`src/rtl/spi_master_if.sv`:
```
// Bundle of the SPI master's parallel, configuration and serial signals.
// The master modport is the controller's view; the slave modport is the opposite side.
interface spi_master_if #(
  parameter int WIDTH = 16
);
  logic             ckp;
  logic             cph;
  logic             start;
  logic [WIDTH-1:0] tx_data;
  logic [WIDTH-1:0] rx_data;
  logic             busy;
  logic             done;
  logic             miso;
  logic             mosi;
  logic             sck;
  logic             cs;

  modport master (
    input  ckp, cph, start, tx_data, miso,
    output mosi, sck, cs, rx_data, busy, done
  );

  modport slave (
    output ckp, cph, start, tx_data, miso,
    input  mosi, sck, cs, rx_data, busy, done
  );
endinterface

```
`src/rtl/spi_master.sv`:
```
// Single-word SPI master supporting all four CKP/CPH modes.
// Shifts WIDTH bits out on MOSI (MSB first) while capturing WIDTH bits from MISO.
module spi_master #(
  parameter int WIDTH = 16,
  parameter int HALF  = 2
) (
  input logic         clk,
  input logic         rst_n,
  spi_master_if.master bus
);

  localparam int EDGES = 2 * WIDTH;
  localparam int EW    = $clog2(EDGES + 1);
  localparam int HW    = (HALF > 1) ? $clog2(HALF) : 1;

  typedef enum logic [1:0] {IDLE, LEAD, XFER, TRAIL} state_t;

  state_t           state;
  logic [HW-1:0]    half_cnt;
  logic [EW-1:0]    edge_cnt;
  logic [WIDTH-1:0] tx_sr;
  logic [WIDTH-1:0] rx_sr;
  logic             ckp_q;
  logic             cph_q;

  logic             half_wrap;
  logic [EW-1:0]    edge_num;
  logic             leading;
  logic             last_edge;
  logic             xfer_done;
  logic             drive_edge;
  logic             sample_edge;

  // edge_cnt holds completed SCK edges, so edge_num is the edge about to be produced.
  assign half_wrap   = (half_cnt == HW'(HALF - 1));
  assign edge_num    = edge_cnt + 1'b1;
  assign leading     = edge_num[0];
  assign last_edge   = (edge_num == EW'(EDGES));
  assign xfer_done   = (edge_cnt == EW'(EDGES));
  // With CPH=0 the first bit is already on MOSI, so the final trailing edge must not shift.
  assign drive_edge  = cph_q ? leading : (!leading && !last_edge);
  assign sample_edge = cph_q ? !leading : leading;

  // NOTE: every register here is state, so all assignments are non-blocking and all
  // of them (shift registers included) take a defined value on reset.
  always_ff @(posedge clk or negedge rst_n) begin
    if (!rst_n) begin
      state       <= IDLE;
      half_cnt    <= '0;
      edge_cnt    <= '0;
      tx_sr       <= '0;
      rx_sr       <= '0;
      ckp_q       <= 1'b0;
      cph_q       <= 1'b0;
      bus.cs      <= 1'b1;
      bus.sck     <= 1'b0;
      bus.mosi    <= 1'b0;
      bus.rx_data <= '0;
      bus.busy    <= 1'b0;
      bus.done    <= 1'b0;
    end else begin
      bus.done <= 1'b0;
      case (state)
        IDLE: begin
          bus.cs   <= 1'b1;
          bus.sck  <= bus.ckp;
          bus.mosi <= 1'b0;
          half_cnt <= '0;
          edge_cnt <= '0;
          if (bus.start) begin
            state    <= LEAD;
            bus.cs   <= 1'b0;
            bus.busy <= 1'b1;
            ckp_q    <= bus.ckp;
            cph_q    <= bus.cph;
            rx_sr    <= '0;
            if (bus.cph) begin
              tx_sr <= bus.tx_data;
            end else begin
              bus.mosi <= bus.tx_data[WIDTH-1];
              tx_sr    <= {bus.tx_data[WIDTH-2:0], 1'b0};
            end
          end
        end

        LEAD, XFER: begin
          if (!half_wrap) begin
            half_cnt <= half_cnt + 1'b1;
          end else begin
            half_cnt <= '0;
            if (state == XFER && xfer_done) begin
              state <= TRAIL;
            end else begin
              state    <= XFER;
              bus.sck  <= ~bus.sck;
              edge_cnt <= edge_num;
              if (drive_edge) begin
                bus.mosi <= tx_sr[WIDTH-1];
                tx_sr    <= {tx_sr[WIDTH-2:0], 1'b0};
              end
              if (sample_edge) rx_sr <= {rx_sr[WIDTH-2:0], bus.miso};
            end
          end
        end

        TRAIL: begin
          bus.sck <= ckp_q;
          if (!half_wrap) begin
            half_cnt <= half_cnt + 1'b1;
          end else begin
            half_cnt    <= '0;
            state       <= IDLE;
            bus.cs      <= 1'b1;
            bus.busy    <= 1'b0;
            bus.done    <= 1'b1;
            bus.rx_data <= rx_sr;
          end
        end

        default: state <= IDLE;
      endcase
    end
  end

endmodule

```
`src/flat_wrapper.sv`:
```
// flat-port wrapper written by rule: the top's interface ports become plain ports
module spi_master_flat 
#(
  parameter int WIDTH = 16,
  parameter int HALF  = 2
)
  (clk, rst_n, bus_ckp, bus_cph, bus_start, bus_tx_data, bus_miso, bus_mosi, bus_sck, bus_cs, bus_rx_data, bus_busy, bus_done);
  spi_master_if #(.WIDTH(WIDTH)) bus_i ();
  input logic clk;
  input logic rst_n;
  input wire logic [$bits(bus_i.ckp)-1:0] bus_ckp;
  input wire logic [$bits(bus_i.cph)-1:0] bus_cph;
  input wire logic [$bits(bus_i.start)-1:0] bus_start;
  input wire logic [$bits(bus_i.tx_data)-1:0] bus_tx_data;
  input wire logic [$bits(bus_i.miso)-1:0] bus_miso;
  output wire logic [$bits(bus_i.mosi)-1:0] bus_mosi;
  output wire logic [$bits(bus_i.sck)-1:0] bus_sck;
  output wire logic [$bits(bus_i.cs)-1:0] bus_cs;
  output wire logic [$bits(bus_i.rx_data)-1:0] bus_rx_data;
  output wire logic [$bits(bus_i.busy)-1:0] bus_busy;
  output wire logic [$bits(bus_i.done)-1:0] bus_done;
  assign bus_i.ckp = bus_ckp;
  assign bus_i.cph = bus_cph;
  assign bus_i.start = bus_start;
  assign bus_i.tx_data = bus_tx_data;
  assign bus_i.miso = bus_miso;
  assign bus_mosi = bus_i.mosi;
  assign bus_sck = bus_i.sck;
  assign bus_cs = bus_i.cs;
  assign bus_rx_data = bus_i.rx_data;
  assign bus_busy = bus_i.busy;
  assign bus_done = bus_i.done;
  spi_master #(.WIDTH(WIDTH), .HALF(HALF)) u_core (.clk(clk), .rst_n(rst_n), .bus(bus_i));
endmodule
```
`config.mk`:
```
export PLATFORM = sky130hd
export DESIGN_NAME = spi_master_flat
export DESIGN_NICKNAME = d
export VERILOG_FILES = /design/src/rtl/spi_master_if.sv /design/src/rtl/spi_master.sv /design/src/flat_wrapper.sv
export SDC_FILE = /design/constraint.sdc
export NUM_CORES = 1
export LEC_CHECK = 0
export CAP_MARGIN = 20
export CORE_UTILIZATION = 35
export DETAILED_ROUTE_END_ITERATION = 16
export DONT_BUFFER_PORTS = 1
export MAX_ROUTING_LAYER = met4
export PLACE_DENSITY = 0.6
export SETUP_SLACK_MARGIN = 0.2
export SLEW_MARGIN = 20
export SYNTH_ARGS = -nofsm -noshare
export SYNTH_HDL_FRONTEND = slang
export SYNTH_SLANG_ARGS = --single-unit
export TNS_END_PERCENT = 20
```
`constraint.sdc`:
```
create_clock -name clk -period 2.4 [get_ports clk]
set_input_delay 0.36 -clock clk [delete_from_list [all_inputs] [get_ports clk]]
set_output_delay 0.36 -clock clk [all_outputs]
set_load 0.01 [all_outputs]
```
==> run summary, run 1 <==
Vias = 2,147
Wl on met1 = 2.906 mm
Top sig layer = met4
Met3 Wirelength = 375 um
Sequential share of the synthesized area = 0.5178
Sequential share of power = 0.548
Nets = 348
Die height = 96.05 um
CTS tree = yes
Synth top area share = 0.5093
Post-Syn Instances = 310
RSZ-0062 raised after global routing = no
Simple-gate share of the synthesized area = 0.1407
Power Dens Cells = 568.0 nW/um^2
Cell-internal power = 0.001497 W
First-pass GRT wire length = 9.915 mm
Net load switching power = 0.0004983 W
Reg-to-Reg Start = u_core.state[0]
Clock Path Buffers = 2
Setup Skew = 0.01246 ns
Max Cap Viol = 0
Routed Antenna Nets = 0
Tot Pwr = 0.001996 W
Setup-failing EPs final = 0
Post-synthesis async set-or-reset flop share = 1.000
H-tree levels = 3
Synth Flop Type = dfrtp_1
Mean Syn Cell Area = 9.985 um^2
Post-synthesis xor/xnor area fraction = 0
Rel. slew slack = 0.7853
Area Growth Syn to Fin = 13.50%
Crit path max fanout = 7
Gate power share = 0.031
Adder-cell share of the synthesized area = 0.02021
Syn_nets = 337
Initial cell density of the core = 0.3693
WL met2 = 2.565 mm
CTS root buffer = clkbuf_8
Tightest Hold Check Type = in2reg
Total negative slack = 0 ns
Die area = 9225 um^2
Crit end category = flop
Hold_sp = bus_miso
Compound-Gate Fraction of Synth Area = 0.1269
Core area = 8382 um^2
Switch share = 0.2497
Hold Vio Cnt, Final = 0
Crit start category = flop
Routed wire length = 5.906 mm
Reg2reg path depth = 8
Slew Viols, Final = 0
Clock sink count = 64
Vias per cell = 4.981
DR pass1 iterations = 4
CTS buffer count = 9
Maximum clock frequency = 473.4 MHz
Die X = 96.05 um
Area leader, netlist = dfrtp_1
RePlAce Congestion = 0.7888
Multi-input logic area = 1331 um^2
Initial drt markers = 69
ANT cells = 0
Synth top area cells = dfrtp_1 51%, o21ai_0 9.1%, nand2_1 6.2%
Worst-path clk slew = 0.08 ns
Fill count = 825
Initial antenna violation count = 0
Worst endpoint required time = 2.62 ns
Dpl hpwl = 3.881 mm
Post-synthesis mux area share = 0.1346
Layout cells sized above 1 = 0.1779
Row cnt = 33
Critical path class = reg2reg
Netlist cell types = 39
Vias in the first global route = 2,143
Lkg Pwr = 1.671 nW
I/O pin total = 43
Status = completed
VDD IR max = 0.3856 mV
Critical path startpoint = u_core.state[0]
DRC violation count after routing = 0
Worst slew pin tran = 0.3220 ns
Clock Power Share = 0.422
Crit share post-route = 0.8801
Largest net degree at the start of global routing = 65
Synth warn = 0
Hold Path Depth = 2
Mapped Area = 3095 um^2
Grt ovf = 0
IO Port Bufs = 0
DR WL/cell = 13.70 um
GR Util All Layers = 0.1459
WP data arrival = 2.33 ns
Largest family of logic cells by synthesized area = simple AND/OR/NAND/NOR gates
Final min period = 2.112 ns
Yosys reg bits = 64
FF+latch area = 1603 um^2
Number of synthesized flops with an enable pin = 0
Clk_lat worst skew = 0.34 ns
-- final timing paths --
kind,to,slack [ns]
setup / recovery,u_core.tx_sr[1],0.29
hold / removal,u_core.rx_sr[0],0.16
setup reg to reg,u_core.tx_sr[1],0.29
hold reg to reg,u_core.rx_sr[3],0.50
max in group asynchronous,u_core.bus.cs,1.53
min in group asynchronous,u_core.edge_cnt[3],0.57
-- layer usage --
| layer | up-vias | GRT usage |
|---|---|---|
| met4 | 0 | 0.04602 |
| li1 | 1084 | - |
| met3 | 8 | 0.05292 |
| met1 | 1011 | 0.1806 |
| met5 | - | - |
| met2 | 44 | 0.2216 |
-- cell usage after synthesis, types with 2 or more instances --
library cell / count
a21oi_1: 2
buf_2: 3
clkbuf_1: 13
dfrtp_1: 63
ha_1: 5
inv_1: 24
mux2_2: 9
mux2_4: 9
mux2i_1: 18
nand2_1: 51
nand2b_1: 3
nand3_1: 22
nor2_1: 7
o21ai_0: 56
-- timing repair --
item	CTS	global route
resized for setup	0	3
pin swaps	1	0
setup endpoints to repair	15	15
buffers inserted	5	3
endpoints found under the hold margin	64	0
hold buffers	2	0
-- cell type report --
type                       count  share of cell area
inverter                      24             0.02564
clock buffer                   9             0.03526
sequential                    64              0.4562
tap                          105             0.03739
clock inverter                 7             0.01603
multi-input combinational    204              0.3789
timing repair buffer          18             0.05057
-- sequential cells by signal, summed over array words and instances, names as in the netlist, 2 cells and up --
register / count
u_core.rx_sr: 16
u_core.tx_sr: 16
u_core.bus.rx_data: 16
u_core.state: 2
u_core.edge_cnt: 6
-- power groups by stage --
stage	registers [W]	clock network (W)	logic, W
detailed placement	0.00111	0	0.0000348
CTS	0.00109	0.000873	0.0000641
global placement	0.00111	0	0.0000337
finish	0.00109	0.000841	0.0000610
global route	0.00109	0.000911	0.0000719
floorplan	0.00111	0	0.0000346
-- worst max-delay path: stages, from the launching register on --
cell     delay, ns
dfrtp_1       0.40
inv_1         0.12
ha_4          0.24
and2b_1       0.19
and3_4        0.21
nor2_2        0.12
and4_4        0.25
buf_4         0.14
mux2_2        0.32
-- logic make-up after synthesis --
kind of cell | after synthesis
AND/OR/NAND/NOR | 94
AO/OA/AOI/OAI | 69
flip-flops | 64
buffers and inverters | 42
multiplexers | 36
adder cells (fa/ha/maj) | 5
-- stage by stage --
step	util	setup slack, ns	hold WS, ns	cells	cell area [um^2]
final	0.4192	0.2878	0.1586	431	3513
after floorplan	-	0.2246	0.06441	310	3095
after global routing	0.4192	0.2054	0.1497	431	3513
after detailed placement	0.3839	0.1687	0.06618	405	3218
after CTS	0.4144	0.2048	0.1416	428	3473
after global placement	0.3839	0.2234	0.06616	405	3218
-- cells in the final DEF (no fill, tap or decap), drive strengths merged, types with 2 or more instances in the layout --
| cell | n |
|---|---|
| and4 | 2 |
| nand3 | 22 |
| ha | 5 |
| a21oi | 2 |
| clkbuf | 9 |
| mux2i | 18 |
| inv | 26 |
| nand2 | 51 |
| mux2 | 18 |
| buf | 17 |
| clkinv | 4 |
| dfrtp | 63 |
| nor2 | 8 |
| nand2b | 3 |
| o21ai | 56 |
No activity file was read; power rests on OpenSTA's default activity.
==> run 2, diff against run 1 <==
- HOLD_SLACK_MARGIN: default -> 0.03
- REMOVE_ABC_BUFFERS: default -> 1
==> run 2 against run 1 <==
Compared with the run above: utilization shrank 0.30 points; cell count shrank 1.6%; combinational power is essentially flat; largest cell class unchanged; flip-flop and latch count is the same.
==> run summary, run 2 (synthesis results as in run 1) <==
Status = completed (unchanged)
Initial antenna violation count = 0 (unchanged)
Largest registers = u_core.bus.rx_data (16), u_core.rx_sr (16), u_core.tx_sr (16) (unchanged)
FF-to-FF setup slack = 0.30 ns (was 0.29 ns)
Cell-internal power = 0.001708 W (was 0.001497 W)
DR WL/cell = 14.18 um (was 13.70 um)
RePlAce Congestion = 0.8122 (was 0.7888)
Rel. slew slack = 0.7897 (was 0.7853)
Layout cells sized above 1 = 0.1599 (was 0.1779)
Row cnt = 33 (unchanged)
WP data arrival = 2.33 ns (about the same)
Critical path class = reg2reg (unchanged)
H-tree levels = 3 (unchanged)
Worst endpoint required time = 2.62 ns (about the same)
Setup-failing EPs final = 0 (unchanged)
Hold Vio Cnt, Final = 0 (unchanged)
Tot Pwr = 0.002210 W (was 0.001996 W)
Vias in the first global route = 2,145 (was 2,143)
Crit path to = u_core.tx_sr[3] (was u_core.tx_sr[1])
RR Endpoint = u_core.tx_sr[3] (was u_core.tx_sr[1])
Most frequent cells in the layout = 63 x dfrtp_1, 56 x o21ai_0, 51 x nand2_1 (unchanged)
Sequential share of power = 0.495 (was 0.548)
Area Growth Syn to Fin = 12.69% (was 13.50%)
Most common cell after layout, fill and taps aside = dfrtp_1 (unchanged)
CTS buffer count = 9 (unchanged)
PnR worst setup slack = 0.2980 ns (was 0.2878 ns)
Routed wire length = 6.012 mm (was 5.906 mm)
Core area = 8382 um^2 (unchanged)
Dpl hpwl = 3.915 mm (was 3.881 mm)
Vias per cell = 5.078 (was 4.981)
Switch share = 0.2275 (was 0.2497)
Clock Power Share = 0.478 (was 0.422)
Gate power share = 0.028 (was 0.031)
DR pass1 iterations = 4 (unchanged)
Inst Count DP = 404 (was 405)
Lkg Pwr = 1.647 nW (was 1.671 nW)
Critical path startpoint = u_core.state[0] (unchanged)
Worst-path clk slew = 0.07 ns (was 0.08 ns)
RSZ-0062 raised after global routing = no (unchanged)
Final Non-Filler Cells = 424 (was 431)
Reg2reg path depth = 8 (unchanged)
I/O pin total = 43 (unchanged)
Crit end category = flop (unchanged)
Die area = 9225 um^2 (unchanged)
Clock sink count = 64 (unchanged)
Slew Viols, Final = 0 (unchanged)
Placed cell area = 3187 um^2 (was 3218 um^2)
GR Util All Layers = 0.1468 (was 0.1459)
Nets = 341 (was 348)
VDD IR max = 0.2331 mV (was 0.3856 mV)
Grt ovf = 0 (unchanged)
Initial drt markers = 157 (was 69)
Tightest Hold Check Type = in2reg (unchanged)
Net load switching power = 0.0005029 W (was 0.0004983 W)
Final min period = 2.102 ns (was 2.112 ns)
CTS tree = yes (unchanged)
Worst slew pin tran = 0.3155 ns (was 0.3220 ns)
IO Port Bufs = 0 (unchanged)
Setup Skew = 0.01384 ns (was 0.01246 ns)
Clk_lat worst skew = 0.35 ns (was 0.34 ns)
Vias = 2,153 (was 2,147)
Initial cell density of the core = 0.3693 (unchanged)
Crit share post-route = 0.8758 (was 0.8801)
Power Dens Cells = 633.7 nW/um^2 (was 568.0 nW/um^2)
Reg-to-Reg Start = u_core.state[0] (unchanged)
Max Cap Viol = 0 (unchanged)
CTS root buffer = clkbuf_8 (unchanged)
Largest net degree at the start of global routing = 65 (unchanged)
First-pass GRT wire length = 9.970 mm (was 9.915 mm)
DRC violation count after routing = 0 (unchanged)
Die height = 96.05 um (unchanged)
ANT cells = 0 (unchanged)
Hold slack = 0.1641 ns (was 0.1586 ns)
Maximum clock frequency = 475.7 MHz (was 473.4 MHz)
Die X = 96.05 um (unchanged)
Crit path max fanout = 11 (was 7)
Clock Path Buffers = 2 (unchanged)
Fill count = 806 (was 825)
Crit start category = flop (unchanged)
Worst slack, placed = 0.1543 ns (was 0.1687 ns)
Final Cell Area = 3488 um^2 (was 3513 um^2)
Routed Antenna Nets = 0 (unchanged)
-- run 2: changes by cell type in the layout (fill, tap and decap cells not counted), sizes merged --
cell | before | now
buf | 17 | 10
bufinv | 0 | 2
clkinv | 4 | 2
-- run 2: layout make-up --
class / count / area [um^2] / share of cell area
repair buffers: 11 / 117.6 / 0.03372
clock buffers: 9 / 123.9 / 0.03551
multi-input cells: 204 / 1320 / 0.3784
well taps: 105 / 131.4 / 0.03766
inverters: 24 / 90.09 / 0.02582
flip-flops and latches: 64 / 1603 / 0.4595
clock inverters: 7 / 102.6 / 0.02941
-- run 2: repair_timing --
| item | 4_1_cts | 5_1_grt |
|---|---|---|
| resized for setup | 0 | 1 |
| endpoints found under the hold margin | 64 | 0 |
| buffers inserted | 2 | 0 |
| setup endpoints to repair | 15 | 18 |
| pin swaps | 1 | 0 |
| gates cloned | 0 | 0 |
| hold buffers | 2 | 0 |
-- run 2: metrics by stage --
stage | utilization | TNS, ns
floorplan | - | -16.68
global placement | 0.3802 | 0
detailed placement | 0.3802 | 0
CTS | 0.4150 | 0
global route | 0.4162 | 0
finish | 0.4162 | 0
-- run 2: layer usage --
layer,vias up,track usage,share of wire
met3,7,0.05924,0.075
li1,1077,-,-
met1,1020,0.1880,0.48
met5,-,-,0
met4,0,0.05100,0.011
met2,49,0.2092,0.43
-- run 2: critical path: stages (launching register included) --
cell and delay (ns):
dfrtp_1 0.40, inv_1 0.13, ha_4 0.25, and2b_1 0.18, and3_4 0.20, nor2_2 0.12
and4_4 0.23, buf_12 0.15, mux2_2 0.33
-- run 2: worst min-delay path by stage --
stage,start,to,slack [ns],cells after the start
finish,bus_cph,u_core.tx_sr[0],0.16,2
global route,bus_cph,u_core.cph_q,0.15,1
CTS,bus_cph,u_core.tx_sr[0],0.15,2
detailed placement,rst_n,u_core.tx_sr[12],0.07,0
global placement,rst_n,u_core.tx_sr[12],0.07,0
floorplan,rst_n,u_core.bus.busy,0.06,0
-- run 2: power by group through the flow --
stage / combinational [W] / clock (W) / sequential (W)
floorplan: 0.0000284 / 0 / 0.00111
global placement: 0.0000333 / 0 / 0.00111
detailed placement: 0.0000343 / 0 / 0.00111
CTS: 0.0000636 / 0.00109 / 0.00109
global route: 0.0000707 / 0.00114 / 0.00109
finish: 0.0000610 / 0.00106 / 0.00109
